`config.mk`:
```
export PLATFORM = sky130hd
export DESIGN_NAME = boot_loader
export DESIGN_NICKNAME = d
export VERILOG_FILES = /design/src/rtl/boot_loader.sv
export SDC_FILE = /design/constraint.sdc
export NUM_CORES = 1
export LEC_CHECK = 0
export CAP_MARGIN = 20
export CORE_UTILIZATION = 51
export CTS_BUF_LIST = sky130_fd_sc_hd__clkbuf_8 sky130_fd_sc_hd__clkbuf_16
export DETAILED_ROUTE_END_ITERATION = 10
export MAX_ROUTING_LAYER = met4
export PLACE_DENSITY = 0.93
export SYNTH_ARGS = -nofsm -noshare
export SYNTH_HDL_FRONTEND = slang
export SYNTH_SLANG_ARGS = --single-unit
```
`constraint.sdc`:
```
create_clock -name clock -period 7.2 [get_ports clock]
set_clock_uncertainty 0.15 [all_clocks]
set_input_delay 1.8 -clock clock [delete_from_list [all_inputs] [get_ports clock]]
set_output_delay 1.8 -clock clock [all_outputs]
set_load 0.03 [all_outputs]
```
`src/rtl/boot_loader.sv`:
```
// Copies a block of words from storage into instruction memory (2 cycles/word) with the CPU stalled, then optionally hands fetch over from BIOS.
// Optional running checksum of copied words when BOOT_LOADER_CHECKSUM_EN is defined.
module boot_loader #(
  parameter int ADDR_WIDTH = 26,
  parameter int LEN_WIDTH  = 16
) (
  input  logic                  clock,
  input  logic                  reset,
  input  logic                  start,
  input  logic                  handoff,
  input  logic [ADDR_WIDTH-1:0] src_base,
  input  logic [ADDR_WIDTH-1:0] dst_base,
  input  logic [LEN_WIDTH-1:0]  length,
  output logic                  src_rd,
  output logic [ADDR_WIDTH-1:0] src_addr,
  input  logic [31:0]           src_data,
  output logic                  dst_we,
  output logic [ADDR_WIDTH-1:0] dst_addr,
  output logic [31:0]           dst_data,
  output logic                  busy,
  output logic                  done,
  output logic                  cpu_stall,
  output logic                  sel_bios,
  output logic [31:0]           checksum
);

  typedef enum logic [1:0] {IDLE, READ, WRITE, FINISH} state_t;

  state_t                state_q;
  logic [ADDR_WIDTH-1:0] src_addr_q, dst_ptr_q, dst_addr_q;
  logic [LEN_WIDTH-1:0]  remain_q;
  logic [31:0]           dst_data_q;
  logic                  handoff_q, src_rd_q, dst_we_q, busy_q, done_q, sel_bios_q;

  logic [ADDR_WIDTH-1:0] src_ptr_d, dst_ptr_d;
  logic [LEN_WIDTH-1:0]  remain_d;

  // src_addr_q doubles as the source pointer; dst_addr_q is kept apart so it holds between writes.
  assign src_ptr_d = src_addr_q + ADDR_WIDTH'(1);
  assign dst_ptr_d = dst_ptr_q + ADDR_WIDTH'(1);
  assign remain_d  = remain_q - LEN_WIDTH'(1);

  always_ff @(posedge clock or posedge reset) begin
    if (reset) begin
      state_q    <= IDLE;
      src_addr_q <= '0;
      dst_ptr_q  <= '0;
      dst_addr_q <= '0;
      dst_data_q <= '0;
      remain_q   <= '0;
      handoff_q  <= 1'b0;
      src_rd_q   <= 1'b0;
      dst_we_q   <= 1'b0;
      busy_q     <= 1'b0;
      done_q     <= 1'b0;
      sel_bios_q <= 1'b1;
    end else begin
      case (state_q)
        IDLE: begin
          if (start) begin
            handoff_q  <= handoff;
            src_addr_q <= src_base;
            dst_ptr_q  <= dst_base;
            remain_q   <= length;
            busy_q     <= 1'b1;
            if (length == '0) begin
              state_q <= FINISH;
              done_q  <= 1'b1;
              if (handoff) sel_bios_q <= 1'b0;
            end else begin
              state_q  <= READ;
              src_rd_q <= 1'b1;
            end
          end
        end
        READ: begin
          src_rd_q   <= 1'b0;
          dst_we_q   <= 1'b1;
          dst_addr_q <= dst_ptr_q;
          state_q    <= WRITE;
        end
        WRITE: begin
          dst_we_q   <= 1'b0;
          dst_data_q <= src_data;
          src_addr_q <= src_ptr_d;
          dst_ptr_q  <= dst_ptr_d;
          remain_q   <= remain_d;
          if (remain_d != '0) begin
            state_q  <= READ;
            src_rd_q <= 1'b1;
          end else begin
            state_q <= FINISH;
            done_q  <= 1'b1;
            if (handoff_q) sel_bios_q <= 1'b0;
          end
        end
        FINISH: begin
          done_q  <= 1'b0;
          busy_q  <= 1'b0;
          state_q <= IDLE;
        end
        default: state_q <= IDLE;
      endcase
    end
  end

  assign src_rd    = src_rd_q;
  assign src_addr  = src_addr_q;
  assign dst_we    = dst_we_q;
  assign dst_addr  = dst_addr_q;
  // Read data only arrives in the WRITE cycle, so it is forwarded straight through while writing.
  assign dst_data  = dst_we_q ? src_data : dst_data_q;
  assign busy      = busy_q;
  assign cpu_stall = busy_q;
  assign done      = done_q;
  assign sel_bios  = sel_bios_q;

`ifdef BOOT_LOADER_CHECKSUM_EN
  logic [31:0] checksum_q;

  always_ff @(posedge clock or posedge reset) begin
    if (reset) begin
      checksum_q <= '0;
    end else if (state_q == IDLE && start) begin
      checksum_q <= '0;
    end else if (dst_we_q) begin
      checksum_q <= checksum_q + src_data;
    end
  end

  assign checksum = checksum_q;
`else
  assign checksum = '0;
`endif

endmodule

```
==> results.tsv <==
stage	metric	value	unit
yosys	Cell Area, Synth	0.007548	mm2
yosys	post-synthesis async set-or-reset flop share	100.0	%
route	Wirelength per Cell	18.96	um
route	# DRC	0	
yosys	cells after synthesis	768	
yosys	Synth Register Bits	134	
critical_path	required time of the critical path	5250	ps
route	Via Count	6806	
placement	placer congestion estimate	0.9027	
cts	cts hold-fix bufs	0	
global_route	grt ovf	0	
layout	layout cells sized above 1	14.50	%
min_path	type of the most critical hold path	flip-flop to flip-flop	
critical_path	Setup crit start	src_data[18]	
sta	unrepaired setup endpoints after global routing	no	
route	final WL	21410	um
sta	Max Fclk	0.1959	GHz
floorplan	Initial Util	52.13	%
global_route	vias in the first global route	6527	
floorplan	I/O pin count	226	
cts	clk sink count	134	
layout	Util after Layout	69.29	%
sta	fin crit period	5105	ps
layout	Final nets	1046	
placement	dpl cells	1098	
floorplan	CORE AREA	0.01448	mm2
critical_path	r2r startpoint	state_q[0]	
sta	Fin. Hold Viols	0	
global_route	Total GRT Usage	29.35	%
route	antenna-violating nets left	0	
cts	CTS tree	done	
layout	Non-Filler Instances	1129	
yosys	post-synthesis cell type count	57	
route	drt via density	6.028	
layout	ant diodes	0	
global_route	Global Route met3 Usage	7.692	%
route	drt first-iter violations	677	
floorplan	Die Area	0.01529	mm2
floorplan	Die W	123.7	um
sta	final count of pins violating max slew	0	
route	TritonRoute pass-1 iters	5	
pwr	Peak VDD IR	294.2	uV
global_route	gr busiest metal	met2	
yosys	commonest register cell after synthesis	dfrtp_1	
critical_path	Worst Setup End Kind	primary output	
placement	pre-CTS setup slack	2112	ps
cts	number of setup buffers added after CTS	0	
cts	clk buf depth	2	
cts	Num CTS Buffers	17	
sta	slew at the pin with the worst max-slew slack	853.2	ps
sta	fin worst setup slack	2095	ps
critical_path	crit start category	input pin	
sta	Final Cycle Share	70.90	%
yosys	Avg Inst Size Synth	9.829	um2
yosys	post-synthesis sequential area ratio	44.44	%
outcome	outcome	complete, no violations	
global_route	first-pass GRT wire length	33080	um
critical_path	Worst Path Arrival	3150	ps
cts	CTS root buffer	clkbuf_16	
cts	H-tree depth	4	
pwr	total power	0.005056	W
cts	Clk Latency, worst-skew pair	410	ps
floorplan	number of core rows	44	
global_route	largest net degree at the start of global routing	86	
global_route	met2 Use GR	48.30	%
cts	Clock transition at path regs	60	ps
yosys	YS warnings	0	
flow_run	# Max-Cap Violations	0	
layout	Synth-to-Final Area Change	32.90	%
global_route	global-route met1 utilization	34.29	%
sta	Final TNS setup	0	ps
critical_path	critical path peak fanout	2	
yosys	EDFF count, synth	0	
sta	Slew HR	43.12	%
floorplan	Die Y	123.7	um
min_path	min-delay src	handoff_q	
global_route	initial antenna violation count	0	
placement	HPWL Detailed	14240	um
sta	final setup fails	0	
pwr	leakage power total	4.050	nW
pwr	Power per Cell Area	504.0	mW/mm2
placement	number of port buffers	193	
critical_path	Crit Path Class	input pin to primary output	
cts	CTS resizes	0	
-- where the power goes --
| group | total [W] | leakage, nW | internal [W] | switching [W] |
|---|---|---|---|---|
| clock | 0.000867 | 0.299 | 0.000541 | 0.000326 |
| sequential | 0.00156 | 1.54 | 0.00115 | 0.000410 |
| combinational | 0.00263 | 2.21 | 0.00114 | 0.00149 |
-- critical path, cell delays in order --
cell	delay [ps]
clkdlybuf4s50_1	520
mux2_2	170
clkdlybuf4s50_1	670
-- flip-flops by register name, summed over array words and instances (netlist names) --
register    cells
remain_q       16
busy            1
state_q         2
dst_data_q     32
src_addr       26
done            1
dst_ptr_q      26
dst_addr       26
handoff_q       1
dst_we          1
src_rd          1
sel_bios        1
-- through the flow --
| step | hold slack, ps | cell area, um2 |
|---|---|---|
| CTS | 296.8 | 10030 |
| global route | 322.0 | 10030 |
| detailed placement | 286.0 | 9445 |
| global placement | 271.5 | 9445 |
| finish | 292.2 | 10030 |
| floorplan | 256.8 | 7665 |
-- cell usage in the layout (no fill, tap or decap), types with 3 or more instances in the layout --
master	n
clkdlybuf4s50_1	193
dfrtp_1	133
mux2_2	92
a21oi_1	71
nand2_1	68
o22ai_1	42
nand3_1	35
o21ai_0	32
nor2_1	32
conb_1	32
mux2i_1	28
clkbuf_16	17
inv_1	13
nand4_1	12
nor4_1	12
nor3_1	11
and3_1	10
ha_1	8
buf_4	7
nand2b_1	6
a31oi_1	5
a311oi_1	5
o21ai_1	5
and2_1	4
a22oi_1	4
o22a_1	4
o2bb2a_1	4
or3_1	4
and4_1	4
clkbuf_8	4
a2bb2oi_1	3
o211ai_1	3
a21o_1	3
a211o_1	3
-- layer usage --
metal | vias to the layer above | routed length (um)
li1 | 3104 | -
met1 | 3325 | 8339
met2 | 328 | 10800
met3 | 49 | 1704
met4 | 0 | 566
met5 | - | 0
-- worst paths after layout --
path	end	slack [ps]	depth (start not counted)
max reg2reg	remain_q[10]	3880	8
max in group asynchronous	src_addr[6]	3930	3
min	sel_bios	290	1
max	dst_data[18]	2100	3
min reg2reg	sel_bios	290	1
min in group asynchronous	dst_addr[20]	1760	2
-- layout make-up --
type | count | area [um2]
repair buffers | 200 | 1984
inverters | 11 | 46.29
flip-flops and latches | 134 | 3354
clock buffers | 21 | 480.5
multi-input cells | 569 | 3830
fillers | 1046 | 4447
clock inverters | 10 | 106.4
well taps | 184 | 230.2
-- cell usage after synthesis, types with 3 or more instances --
library cell / n / area, um2
o22ai_1: 42 / 262.8
a21oi_1: 71 / 355.3
nor3_1: 11 / 55.05
a211o_1: 3 / 26.28
buf_4: 33 / 247.7
buf_1: 8 / 30.03
nor4_1: 12 / 75.07
dfrtp_1: 133 / 3328
o21ai_1: 5 / 25.02
nand3_1: 35 / 175.2
a21o_1: 3 / 22.52
o2bb2a_1: 4 / 40.04
and3_1: 10 / 62.56
nand4_1: 12 / 75.07
a311oi_1: 5 / 43.79
ha_1: 9 / 112.6
clkbuf_1: 41 / 153.9
o22a_1: 4 / 35.03
o211ai_1: 3 / 22.52
nor2_1: 32 / 120.1
mux2_2: 92 / 1036
and2_1: 4 / 25.02
mux2i_1: 28 / 280.3
nand2_1: 69 / 259.0
a2bb2oi_1: 3 / 26.28
inv_1: 11 / 41.29
a31oi_1: 5 / 31.28
and4_1: 4 / 35.03
a22oi_1: 4 / 30.03
or3_1: 4 / 25.02
o21ai_0: 32 / 160.2
nand2b_1: 6 / 37.54
-- logic make-up (layout without fill, tap and decap cells) --
kind of cell / Yosys count / count (layout) / share of synthesized area, %
buf+inv: 96 / 242 / 6.630
xor+xnor: 1 / 1 / 0.1160
other cells: 1 / 32 / 0.04968
fa+ha+maj: 9 / 9 / 1.492
flops: 134 / 134 / 44.44
simple gates: 213 / 213 / 14.14
compound gates: 194 / 194 / 15.70
mux: 120 / 120 / 17.44
No activity file was read; power rests on OpenSTA's default activity.
==> RTL edit 1, RTL diff (config.mk and constraints unchanged) <==
Add a define of `BOOT_LOADER_CHECKSUM_EN`.
--- a/src/rtl/boot_loader.sv
+++ b/src/rtl/boot_loader.sv
@@ -1,5 +1,7 @@
 // Copies a block of words from storage into instruction memory (2 cycles/word) with the CPU stalled, then optionally hands fetch over from BIOS.
 // Optional running checksum of copied words when BOOT_LOADER_CHECKSUM_EN is defined.
+`define BOOT_LOADER_CHECKSUM_EN
+
 module boot_loader #(
   parameter int ADDR_WIDTH = 26,
   parameter int LEN_WIDTH  = 16
Check against the original RTL: not equivalent (a bounded check fails within 4 cycles, from zero or initial values and one cycle with reset high).
==> RTL edit 1 against the original RTL <==
- count of clock-buffer cells in the layout down 3
- first-iteration DRC count down 6.2%
- synthesized area up 32%
- critical path depth up 1
- design area up 30%
- sequential power up 22%
- power up 33%
- clock power up 13%
- sequential cell count up 32
- setup slack worse by 140 ps
- routed wire length up 32%
- global-route usage down 0.16 points
- critical endpoint is now dst_data[31]
- largest power group unchanged
==> RTL edit 1: results (changes against the original RTL) <==
| Metric | Value |
|---|---|
| Status | `finished, final reports clean` |
| Commonest cells in the synthesized netlist | `sky130_fd_sc_hd__dfrtp_1 (165), sky130_fd_sc_hd__a21oi_1 (123), sky130_fd_sc_hd__nand2_1 (91), sky130_fd_sc_hd__mux2_2 (88), sky130_fd_sc_hd__nor2_1 (80)` |
| Mux contribution to synthesized area | `0.133 (-0.0412)` |
| Clock transition at path regs | `60 ps (about the same)` |
| Dominant cells by area after synthesis | `sky130_fd_sc_hd__dfrtp_1 (41%), sky130_fd_sc_hd__mux2_2 (9.9%), sky130_fd_sc_hd__a21oi_1 (6.2%)` |
| Final std cells w/o fill | `1536 (+36%)` |
| Wire length of the first global-routing pass | `45200 µm (+37%)` |
| Launch instance of the worst register-to-register path | `state_q[0]` |
| Post-CTS Repair Setup Buffers | `0 (unchanged)` |
| Origin of the worst setup path | `src_data[31]` |
| Buffer cell driving the clock tree root | `sky130_fd_sc_hd__clkbuf_16` |
| Post-synthesis share of cell area spent on full adders, half adders and majority gates | `0.0521 (+0.0372)` |
| Total leakage power | `5.39 nW (+33%)` |
| Fraction of synthesized cell area in xor and xnor cells | `0.0166 (+0.0155)` |
| Clk_lat worst skew | `440 ps (+30 ps)` |
| Number of fillers in the final layout | `1349 (+29%)` |
| Maximum resistive drop on vdd | `283 µV (-3.8%)` |
| Classification of the worst-slack hold path | `reg2reg` |
| Reg-to-reg setup timing slack | `3440 ps (-440 ps)` |
| Aggregate global-route resource usage | `0.292 (-0.00163)` |
| Total Wirelength | `28300 µm (+32%)` |
| Port Buffer Count | `225 (+17%)` |
| Worst rel slew slack | `0.271 (-0.160)` |
| Ratio of cells with drive above 1 in the final layout | `0.122 (-0.0227)` |
| Worst Hold Margin | `314 ps (+21.6 ps)` |
| Total clock buffers created by CTS | `17 (unchanged)` |
| Number of antenna violations at the first check in global routing | `0 (unchanged)` |
| Average via count per standard cell | `6.15 (+2.1%)` |
| Critical path destination | `dst_data[31]` |
| Gate count of the mapped netlist | `1071 (+39%)` |
| Maximum root-to-sink buffer count | `2 (unchanged)` |
| Minimum setup slack in the final design | `1960 ps (-139 ps)` |
| Post-DP HPWL | `19300 µm (+36%)` |
| WP data arrival | `3290 ps (+140 ps)` |
| Terminus of the critical flop-to-flop path | `remain_q[10]` |
| Detailed Route Iter0 Violations | `635 (-6.2%)` |
| Max FO, Critical Path | `5 (+3)` |
| Total of cells resized after clock tree synthesis | `0 (unchanged)` |
| RePlAce Congestion | `0.982 (+8.7%)` |
| Seq/Total Area, Yosys | `0.416 (-0.0287)` |
| Complex-gate fraction of the synthesized area | `0.203 (+0.0462)` |
| Via count of the first global-routing pass | `9237 (+42%)` |
| Largest net degree at the start of global routing | `106 (+23%)` |
| Distinct cell type count of the synthesized netlist | `77 (+35%)` |
| Count of synthesis-stage warnings from yosys | `0 (unchanged)` |
| Layout net count | `1408 (+35%)` |
| Syn nets | `1216` |
==> RTL edit 1: changes by cell type in the layout (fill, tap and decap cells not counted), moves of 13 or more <==
cell / delta
sky130_fd_sc_hd__a21o_1: +13
sky130_fd_sc_hd__a21oi_1: +51
sky130_fd_sc_hd__clkdlybuf4s50_1: +32
sky130_fd_sc_hd__conb_1: -32
sky130_fd_sc_hd__dfrtp_1: +31
sky130_fd_sc_hd__ha_1: +31
sky130_fd_sc_hd__nand2_1: +23
sky130_fd_sc_hd__nand3_1: +13
sky130_fd_sc_hd__nor2_1: +47
sky130_fd_sc_hd__o21ai_0: +35
==> RTL edit 1: cell families after synthesis <==
logic type / count (synthesis)
flops: 166
mux: 122
simple gates: 304
fa+ha+maj: 41
compound gates: 332
buf+inv: 87
xor+xnor: 19
==> RTL edit 1: worst min-delay path by stage <==
stage,endpoint,cells after the start,startpoint
CTS,sel_bios,1,sel_bios
global route,sel_bios,1,sel_bios
floorplan,handoff_q,2,handoff_q
finish,sel_bios,1,sel_bios
detailed placement,sel_bios,1,sel_bios
global placement,sel_bios,1,sel_bios
==> RTL edit 1: power by group <==
group          switching, mW  total [mW]  leakage [nW]  internal [mW]
Clock                  0.418       0.983         0.297          0.565
Sequential             0.489        1.90          1.90           1.41
Combinational           2.20        3.85          3.19           1.65
==> RTL edit 1: layout make-up <==
class | instances | area (µm²) | share of cell area
clock buffers | 18 | 439 | 0.0336
clock inverters | 14 | 185 | 0.0142
inverters | 25 | 98.8 | 0.00757
multi-input cells | 818 | 5530 | 0.423
flip-flops and latches | 166 | 4160 | 0.318
well taps | 260 | 325 | 0.0249
repair buffers | 235 | 2330 | 0.178
==> RTL edit 1: metrics by stage <==
| step | area [µm²] | utilization |
|---|---|---|
| final | 13100 | 0.689 |
| after global routing | 13100 | 0.689 |
| after CTS | 13100 | 0.689 |
| after detailed placement | 12400 | 0.656 |
| after global placement | 12400 | 0.656 |
| after floorplan | 10000 | - |
==> RTL edit 1: critical path, stage by stage <==
cell                              delay (ps)
sky130_fd_sc_hd__clkdlybuf4s50_1         540
sky130_fd_sc_hd__nand2_1                 110
sky130_fd_sc_hd__o21ai_0                 140
sky130_fd_sc_hd__clkdlybuf4s50_1         700
==> RTL edit 1: metal layers <==
layer  share of wire  up-vias  track usage  wire length (µm)
li1                -     4363            -                 -
met5               0        -            -                 0
met1            0.41     4565        0.355             11500
met3           0.071       96       0.0542              2000
met4           0.037        0        0.134              1050
met2            0.48      430        0.471             13700
==> RTL edit 2, RTL diff (config.mk and constraints unchanged) <==
Without the edit above. Encoding of `state_t`: now one-hot (4 bits for 4 states).
--- a/src/rtl/boot_loader.sv
+++ b/src/rtl/boot_loader.sv
@@ -24,7 +24,7 @@
   output logic [31:0]           checksum
 );
 
-  typedef enum logic [1:0] {IDLE, READ, WRITE, FINISH} state_t;
+  typedef enum logic [3:0] {IDLE = 4'b0001, READ = 4'b0010, WRITE = 4'b0100, FINISH = 4'b1000} state_t;
 
   state_t                state_q;
   logic [ADDR_WIDTH-1:0] src_addr_q, dst_ptr_q, dst_addr_q;
Function: no difference found for any inputs over 10 cycles, from zero or initial values and one cycle with reset high; not proved beyond that.
==> RTL edit 2 against the original RTL <==
- setup slack better by 7.6 ps
- first-iteration DRC count increased by 3.7%
- power decreased by 12%
- sequential cell count increased by 2
- design area shrank 2.6%
- critical path depth unchanged
- synthesized area shrank 4.6%
- maximum frequency increased by 0.15%
- routed wire length shrank 3.9%
- clock power rose by 6.1%
- largest cell class unchanged
- die area down 4.5%
- register-to-register slack improved by 440 ps
- sequential power decreased by 3%
==> RTL edit 2: results (changes against the original RTL) <==
| Metric | Value |
|---|---|
| Detailed Route Iter0 Violations | `702 (+3.7%)` |
| Hold Path Cell Cnt | `2 (+1)` |
| Worst Hold End | `dst_data_q[24]` |
| Critical path destination | `dst_data[11]` |
| Combinational fraction of design power | `0.452 (-0.068)` |
| Post-synthesis share of cell area spent on full adders, half adders and majority gates | `0.00695 (-0.00797)` |
| Aggregate global-route resource usage | `0.300 (+0.00667)` |
| Reg-to-reg setup timing slack | `4320 ps (+440 ps)` |
| Total Wirelength | `20600 µm (-3.9%)` |
| Maximum resistive drop on vdd | `228 µV (-22%)` |
| Commonest cells in the synthesized netlist | `sky130_fd_sc_hd__nand2_1 (164), sky130_fd_sc_hd__dfrtp_1 (134), sky130_fd_sc_hd__mux2_2 (58), sky130_fd_sc_hd__nor2_1 (49)` |
| Fraction of synthesized cell area in xor and xnor cells | `0.00243 (+0.00127)` |
| Worst rel slew slack | `0.346 (-0.0855)` |
| Layout net count | `1054 (+0.76%)` |
| Detailed-route via count | `6751 (-0.81%)` |
| P per Cell Area | `454 nW/µm² (-9.8%)` |
| Total leakage power | `4.01 nW (-0.88%)` |
| Count of cells along the worst register-to-register path | `6 (-2)` |
| RePlAce Congestion | `0.950 (+5.3%)` |
| WL per Instance | `18.1 µm (-4.7%)` |
| Instance area at placement | `9150 µm² (-3.2%)` |
| Via count of the first global-routing pass | `6675 (+2.3%)` |
| HP Start | `dst_data_q[24]` |
| Status | `finished, final reports clean` |
| Origin of the worst setup path | `src_data[11]` |
| Number of fillers in the final layout | `996 (-4.8%)` |
| Wire length on met1 | `8110 µm (-2.8%)` |
| Distinct cell type count of the synthesized netlist | `62 (+8.8%)` |
| Internal power | `2.58 mW (-8.6%)` |
| Sum of met2 wire segment lengths after detailed routing | `10100 µm (-6.6%)` |
| Post-DP HPWL | `13600 µm (-4.7%)` |
| First-pass detailed-route iteration total | `7 (+2)` |
| Worst slack at placement | `2100 ps (-11.2 ps)` |
| Dominant cells by area after synthesis | `sky130_fd_sc_hd__dfrtp_1 (47%), sky130_fd_sc_hd__mux2_2 (9.1%), sky130_fd_sc_hd__nand2_1 (8.5%)` |
| Seq/Total Area, Yosys | `0.473 (+0.0284)` |
| Length of routed met3 wiring | `1710 µm (+0.35%)` |
==> RTL edit 2: cell types whose count changed in the layout (fill, tap and decap cells not counted), moves of 26 or more <==
cell                      before  now
sky130_fd_sc_hd__nand2_1      68  164
sky130_fd_sc_hd__a21oi_1      71   16
sky130_fd_sc_hd__mux2_2       92   58
sky130_fd_sc_hd__o22ai_1      42    9
sky130_fd_sc_hd__mux2i_1      28    2
==> RTL edit 2: area by class of cell <==
class / instances / share of cell area
sequential: 136 / 0.349
clock inverter: 11 / 0.0147
timing repair buffer: 202 / 0.205
tap: 180 / 0.0231
inverter: 15 / 0.00627
clock buffer: 21 / 0.0492
multi-input combinational: 574 / 0.354
==> RTL edit 2: metal layers <==
metal / vias up / track usage
met5: - / -
met4: 0 / 0.157
met3: 56 / 0.0797
met2: 348 / 0.470
met1: 3275 / 0.354
li1: 3072 / -
